==> src/rtl/disp_scan_hm.sv <==
// Multiplexed 4-digit BCD seven-segment scanner with frame-synchronous display updates,
// leading-zero blanking and per-digit decimal points.
module disp_scan_hm #(
    parameter int REFRESH_DIV = 100000
) (
    input  logic        clk,
    input  logic        rst,
    input  logic        mode,
    input  logic [15:0] data,
    input  logic        load,
    input  logic        blank_lz,
    input  logic [3:0]  dp_sel,
    output logic [2:0]  a,
    output logic [6:0]  seg_l,
    output logic        dp_l,
    output logic        tick
);

    localparam int CW = (REFRESH_DIV > 1) ? $clog2(REFRESH_DIV) : 1;
    localparam logic [CW-1:0] CNT_MAX = CW'(REFRESH_DIV - 1);

    logic [CW-1:0] cnt_reg;
    logic [2:0]    a_reg;
    logic [2:0]    a_next;
    logic          tick_reg;
    logic [15:0]   pending_reg;
    logic [15:0]   display_reg;
    logic          adv;
    logic          wrap;

    assign adv = (cnt_reg == CNT_MAX);

    // Mode 1 stops at digit 2; any index beyond the last visible digit folds back to 0.
    always_comb begin
        a_next = a_reg;
        if (mode) begin
            a_next = (a_reg >= 3'd2) ? 3'd0 : a_reg + 3'd1;
        end else begin
            a_next = (a_reg >= 3'd3) ? 3'd0 : a_reg + 3'd1;
        end
    end

    assign wrap = adv && (a_next == 3'd0);

    always_ff @(posedge clk) begin
        if (rst) begin
            cnt_reg     <= '0;
            a_reg       <= 3'd0;
            tick_reg    <= 1'b0;
            pending_reg <= 16'h0000;
            display_reg <= 16'h0000;
        end else begin
            cnt_reg  <= adv ? '0 : cnt_reg + 1'b1;
            tick_reg <= adv;
            if (adv) begin
                a_reg <= a_next;
            end
            if (load) begin
                pending_reg <= data;
            end
            // A load coinciding with the frame boundary goes straight to the display.
            if (wrap) begin
                display_reg <= load ? data : pending_reg;
            end
        end
    end

    assign a    = a_reg;
    assign tick = tick_reg;

    logic [3:0] nib [4];
    logic [3:0] nz;
    logic [3:0] zero_from;

    // zero_from[k]: digit k and every visible digit above it hold zero.
    generate
        for (genvar gi = 0; gi < 4; gi++) begin : g_digit
            assign nib[gi] = display_reg[4*gi +: 4];
            if (gi == 3) begin : g_top
                assign nz[gi]        = (nib[gi] != 4'd0) && !mode;
                assign zero_from[gi] = !nz[gi];
            end else begin : g_low
                assign nz[gi]        = (nib[gi] != 4'd0);
                assign zero_from[gi] = !nz[gi] && zero_from[gi+1];
            end
        end
    endgenerate

    logic [1:0] sel;
    logic [3:0] cur_nib;
    logic       blank;
    logic [6:0] glyph;

    assign sel     = a_reg[1:0];
    assign cur_nib = nib[sel];
    assign blank   = blank_lz && (sel != 2'd0) && zero_from[sel];

    always_comb begin
        glyph = 7'b0111111;
        case (cur_nib)
            4'd0:    glyph = 7'b1000000;
            4'd1:    glyph = 7'b1111001;
            4'd2:    glyph = 7'b0100100;
            4'd3:    glyph = 7'b0110000;
            4'd4:    glyph = 7'b0011001;
            4'd5:    glyph = 7'b0010010;
            4'd6:    glyph = 7'b0000010;
            4'd7:    glyph = 7'b1111000;
            4'd8:    glyph = 7'b0000000;
            4'd9:    glyph = 7'b0010000;
            default: glyph = 7'b0111111;
        endcase
    end

    assign seg_l = blank ? 7'b1111111 : glyph;
    assign dp_l  = !dp_sel[sel];

endmodule

==> config.mk <==
export PLATFORM = sky130hd
export DESIGN_NAME = disp_scan_hm
export DESIGN_NICKNAME = d
export VERILOG_FILES = /design/src/rtl/disp_scan_hm.sv
export SDC_FILE = /design/constraint.sdc
export NUM_CORES = 1
export LEC_CHECK = 0
export CORE_UTILIZATION = 45
export DETAILED_ROUTE_END_ITERATION = 8
export GPL_TIMING_DRIVEN = 0
export PLACE_DENSITY = 0.72
export SLEW_MARGIN = 10
export SYNTH_ARGS = -nofsm -noshare
export SYNTH_HDL_FRONTEND = slang
export SYNTH_SLANG_ARGS = --single-unit
export TNS_END_PERCENT = 1
==> constraint.sdc <==
create_clock -name clk -period 5.5 [get_ports clk]
set_clock_uncertainty 0.05 [all_clocks]
set_input_delay 1.65 -clock clk [delete_from_list [all_inputs] [get_ports clk]]
set_output_delay 1.65 -clock clk [all_outputs]
set_load 0.1 [all_outputs]
# After elaboration in Yosys (flattened, before gate mapping)
# Memories as Yosys holds them, arrays and structs flattened.
# Index checks and enable logic that the tools add are counted.
# word_totals
ff_bits	53
memories	1
inputBits	25
output_inout_bits	12
romBits	112
elab_cells	46
# memory_table
memory	words	width	rd	rd_ports_with_merged_regs	wr	line_no	source
(no name shown)	16	7	1	0	0	100	case (cur_nib)
# op_classes
n_eq_ne	1
mux	12
bitwise	1
order_cmp	4
n_addsub	2
reduce_logical	20
# ops
operator	n
$add A17 B1 Y17 const B	1
$eq A17 B17 Y1 const B	1
$mux W16	1
$reduce_bool A4 Y1	4
$mux W3	3
$bmux W4 S2	1
$mux W4	2
$logic_and A1 B1 Y1	7
$mux W7	1
$ge A3 B2 Y1 const B	2
$logic_not A1 Y1	6
$bmux W1 S2	2
$add A3 B1 Y3 const B	1
$ge A3 B3 Y1 const B	1
$logic_not A3 Y1	1
$lt A2 B3 Y1 const B	1
$not A2 Y3	1
$mux W1	2
$reduce_bool A2 Y1	1
$reduce_or A2 Y1	1

# Logic depth before layout (Yosys ltp)
# logic_depth
depth_word	10
ltp_mapped	8
ltp_nobuf	7

# Least setup slack after synthesis
# Ideal clock, no wire load.
# synth_path
kind	flip-flop to output port
start	reg a_reg[0], in the netlist a[0]
end	out seg_l[2]
path_buffers	1
path_slack_ps	-596
t_required_ps	3800
t_arrival_ps	4396
stages_incl_launch_ff	8
cell_sequence	dfxtp_1 buf_4 mux4_2 inv_1 ha_1 nor2b_1 nor2_1 o21ai_0
# synth_via
elab_chain_cells	6
word_cells_on_any_way	11
cone_classes	6 x mux; 1 x bitwise; 3 x reduce/logical; 1 x memory
# synth_rtl
element	line_no	source
start, declared	23	logic [2:0] a_reg;
start signal, assigned	56	a_reg <= a_next;
$not A2 Y3 (implied by the code)	95	assign cur_nib = nib[sel];
$bmux W4 S2	95	
$mux W4 (implied by the code) (2 in series)	95	
$mem_v2 Z16 W7	--	
$mux W7 (*)	115	assign seg_l = blank ? 7'b1111111 : glyph;
end, declared	14	output logic [6:0] seg_l,
# Mark *: on every way between the ends. The rest lies on a longest branch, timed or not. The select of a mux whose other input is x is not followed.

# Worst setup path in the final report
# layout_path
start	in dp_sel[3]
end	out dp_l
# layout_via
elab_chain_cells	3
# layout_rtl
element	line_no	source
start, declared	12	input logic [3:0] dp_sel,
$bmux W1 S2	116	assign dp_l = !dp_sel[sel];
$mux W1 (implied by the code)	116	
$logic_not A1 Y1	116	
end, declared	15	output logic dp_l,
# Every way passes these cells. The select of a mux whose other input is x is not followed.

==> metrics.cfg <==
[setup_path]
arrival_ns=3.70
cp_common_cell=clkdlybuf4s50_1
start_kind=primary input
end_kind=output port
critical_path_class=in -> out
required_ns=3.80
crit_slowest_cell=clkdlybuf4s50_1
crit_fanout=1
path_delay_family=buffers and inverters
path_buf_inv=3
cp_cell_sequence=clkdlybuf4s50_1 > mux4_2 > inv_1 > clkdlybuf4s50_1
cpPeakStageDelay_ns=1.12

[logic_synthesis]
synth_area_mm2=0.00263
synth_top_family_by_area=simple AND/OR/NAND/NOR gates
synth_fp_nets=305
syn_inst=270
synth_cell_type_count=41
synth_seq_area_share_pct=40.3
avgSynthCellArea_um2=9.75
synth_adder_area_share_pct=4.76
ys_ff_latch=53
synth-xor-area-share_pct=3.33
ys_warn_count=0
synth_edf_count=0
ys.flop_type=dfxtp_1
muxShareOfSynthArea_pct=10.7
synthSimpleGateAreaFrac_pct=18.7
async_reset_ff_share_pct=0
synth-compound-area-share_pct=14.7

[floorplan]
dieHeight_um=78.5
core_region_area_mm2=0.00557
initial_core_util_pct=47.2
die_area_mm2=0.00616
pin_count=37
dieWidth_um=78.5
rows=27

[timing]
tns_ns=0
rsz0062_at_grt=no
slew_headroom_pct=34.8
maxSlewViolCount=0
fin_hold_ws_ns=0.425
worst_pin_slew_ns=0.975
fmax_mhz=185
finalHoldViolCount=0
setup_viol=0
period_share_pct=98.1
period_minus_slack_ns=5.40

[global_routing]
grt_pass1_wl_um=9670
grt_usage_pct=19.9
grt_overflow=0
antenna_found_initial=0
grt_max_degree=19
grt_pass1_vias=2067

[finish]
nets=347
drive_gt1_share_pct=12.1
n_antenna_cell=0
layout_common_cells=dfxtp_1, nor2_1, clkdlybuf4s50_1, inv_1, mux2i_1
largest_reg_flops=17
fin_util_pct=57.1
areaGrowthSynthToFinish_pct=20.9
final_common_cell=dfxtp_1

[detailed_routing]
drtAntennaViolNets=0
routedWlPerCell_um=14.5
routed_wl_um=5600
drc=0
first_pass_iters=4
via_per_inst=5.48
vias=2110
drt_iter0_drc=84

[job]
maxCapViolCount=0

[clock_network]
cts_tree=built
h-tree-depth=2
cts.sinks=53
cts_buffers=5
clk_pin_slew_worst_paths_ns=0.10
clk_latency_ns=0.31
post_cts_buffers=0
cts-resized-gates=7
clock_path_buffers=2
cts_root_buf=clkbuf_8
cts_hold_buf=0

[worst_hold_path]
hold_class=reg -> reg

[place]
portBuffers=35
gp_congestion=0.788
place_hpwl_um=4130

[power_and_ir_drop]
p_leak_nw=1.22
pwr_density_cell_mw_per_mm2=229
irDropWorstVdd_mv=0.169
p_total_uw=728

[status]
status=completed

[cells in the mapped netlist (4+ instances only)]
| library cell | count | share of area (%) |
|---|---|---|
| a21oi_1 | 11 | 2.1 |
| nor4_1 | 4 | 0.95 |
| ha_1 | 10 | 4.8 |
| dfxtp_1 | 53 | 40 |
| inv_1 | 26 | 3.7 |
| nand3_1 | 8 | 1.5 |
| o32ai_2 | 7 | 4.3 |
| and3_1 | 5 | 1.2 |
| nand2_1 | 8 | 1.1 |
| buf_2 | 6 | 1.1 |
| or3_1 | 5 | 1.2 |
| mux4_2 | 5 | 4.3 |
| mux2i_1 | 17 | 6.5 |
| o32ai_1 | 9 | 3.0 |
| o21ai_0 | 13 | 2.5 |
| xor2_1 | 9 | 3.0 |
| nand4_1 | 5 | 1.2 |
| nor2_1 | 31 | 4.4 |
[report_power, final]
part	internal (mW)	switching, mW	total (mW)
clock network	0.139	0.138	0.277
logic	0.0283	0.0278	0.0561
registers	0.392	0.00333	0.396
total	0.559	0.169	0.728
[per-stage QoR]
step                      instance area, um^2  worst slack [ns]  instances
final                                    3180             0.102        385
after detailed placement                 3070            -0.105        377
after floorplan                          2630            -0.549        270
after global routing                     3180            0.0465        385
after CTS                                3180            0.0896        385
after global placement                   3070            -0.115        377
[routing by layer]
metal	vias up	global-route usage (%)	part of all wire, %
li1	1047	-	-
met1	1010	25.3	46
met2	46	32.9	49
met3	7	3.84	3.7
met4	0	7.96	1.4
met5	-	0	0
[area by class of cell]
type / instances / area (um^2)
clock buffer: 5 / 68.8
tap: 72 / 90.1
sequential: 53 / 1060
buffer: 16 / 97.6
fill: 527 / 2390
clock inverter: 3 / 48.8
inverter: 26 / 97.6
timing repair buffer: 35 / 342
multi-input combinational: 175 / 1380
[kinds of logic (layout without fill, tap and decap cells)]
| logic type | Yosys count | in the layout |
|---|---|---|
| and+or+nand+nor | 86 | 86 |
| xor gates and xnor gates | 10 | 10 |
| buffers and inverters | 42 | 85 |
| muxes | 22 | 22 |
| adders and majority gates | 10 | 10 |
| DFF | 53 | 53 |
| AOI/OAI and AO/OA | 47 | 47 |
[worst paths after layout]
check / startpoint / end / slack [ns] / depth (start not counted)
worst max-delay path: dp_sel[3] / dp_l / 0.10 / 4
worst min-delay path: cnt_reg[0]$_SDFF_PP0_ / cnt_reg[0]$_SDFF_PP0_ / 0.42 / 1
worst max register to register: a[0]$_SDFFE_PP0P_ / display_reg[7]$_SDFFE_PP0P_ / 3.05 / 8
worst min register to register: cnt_reg[0]$_SDFF_PP0_ / cnt_reg[0]$_SDFF_PP0_ / 0.42 / 1
Power figures use the tool's default switching activity.
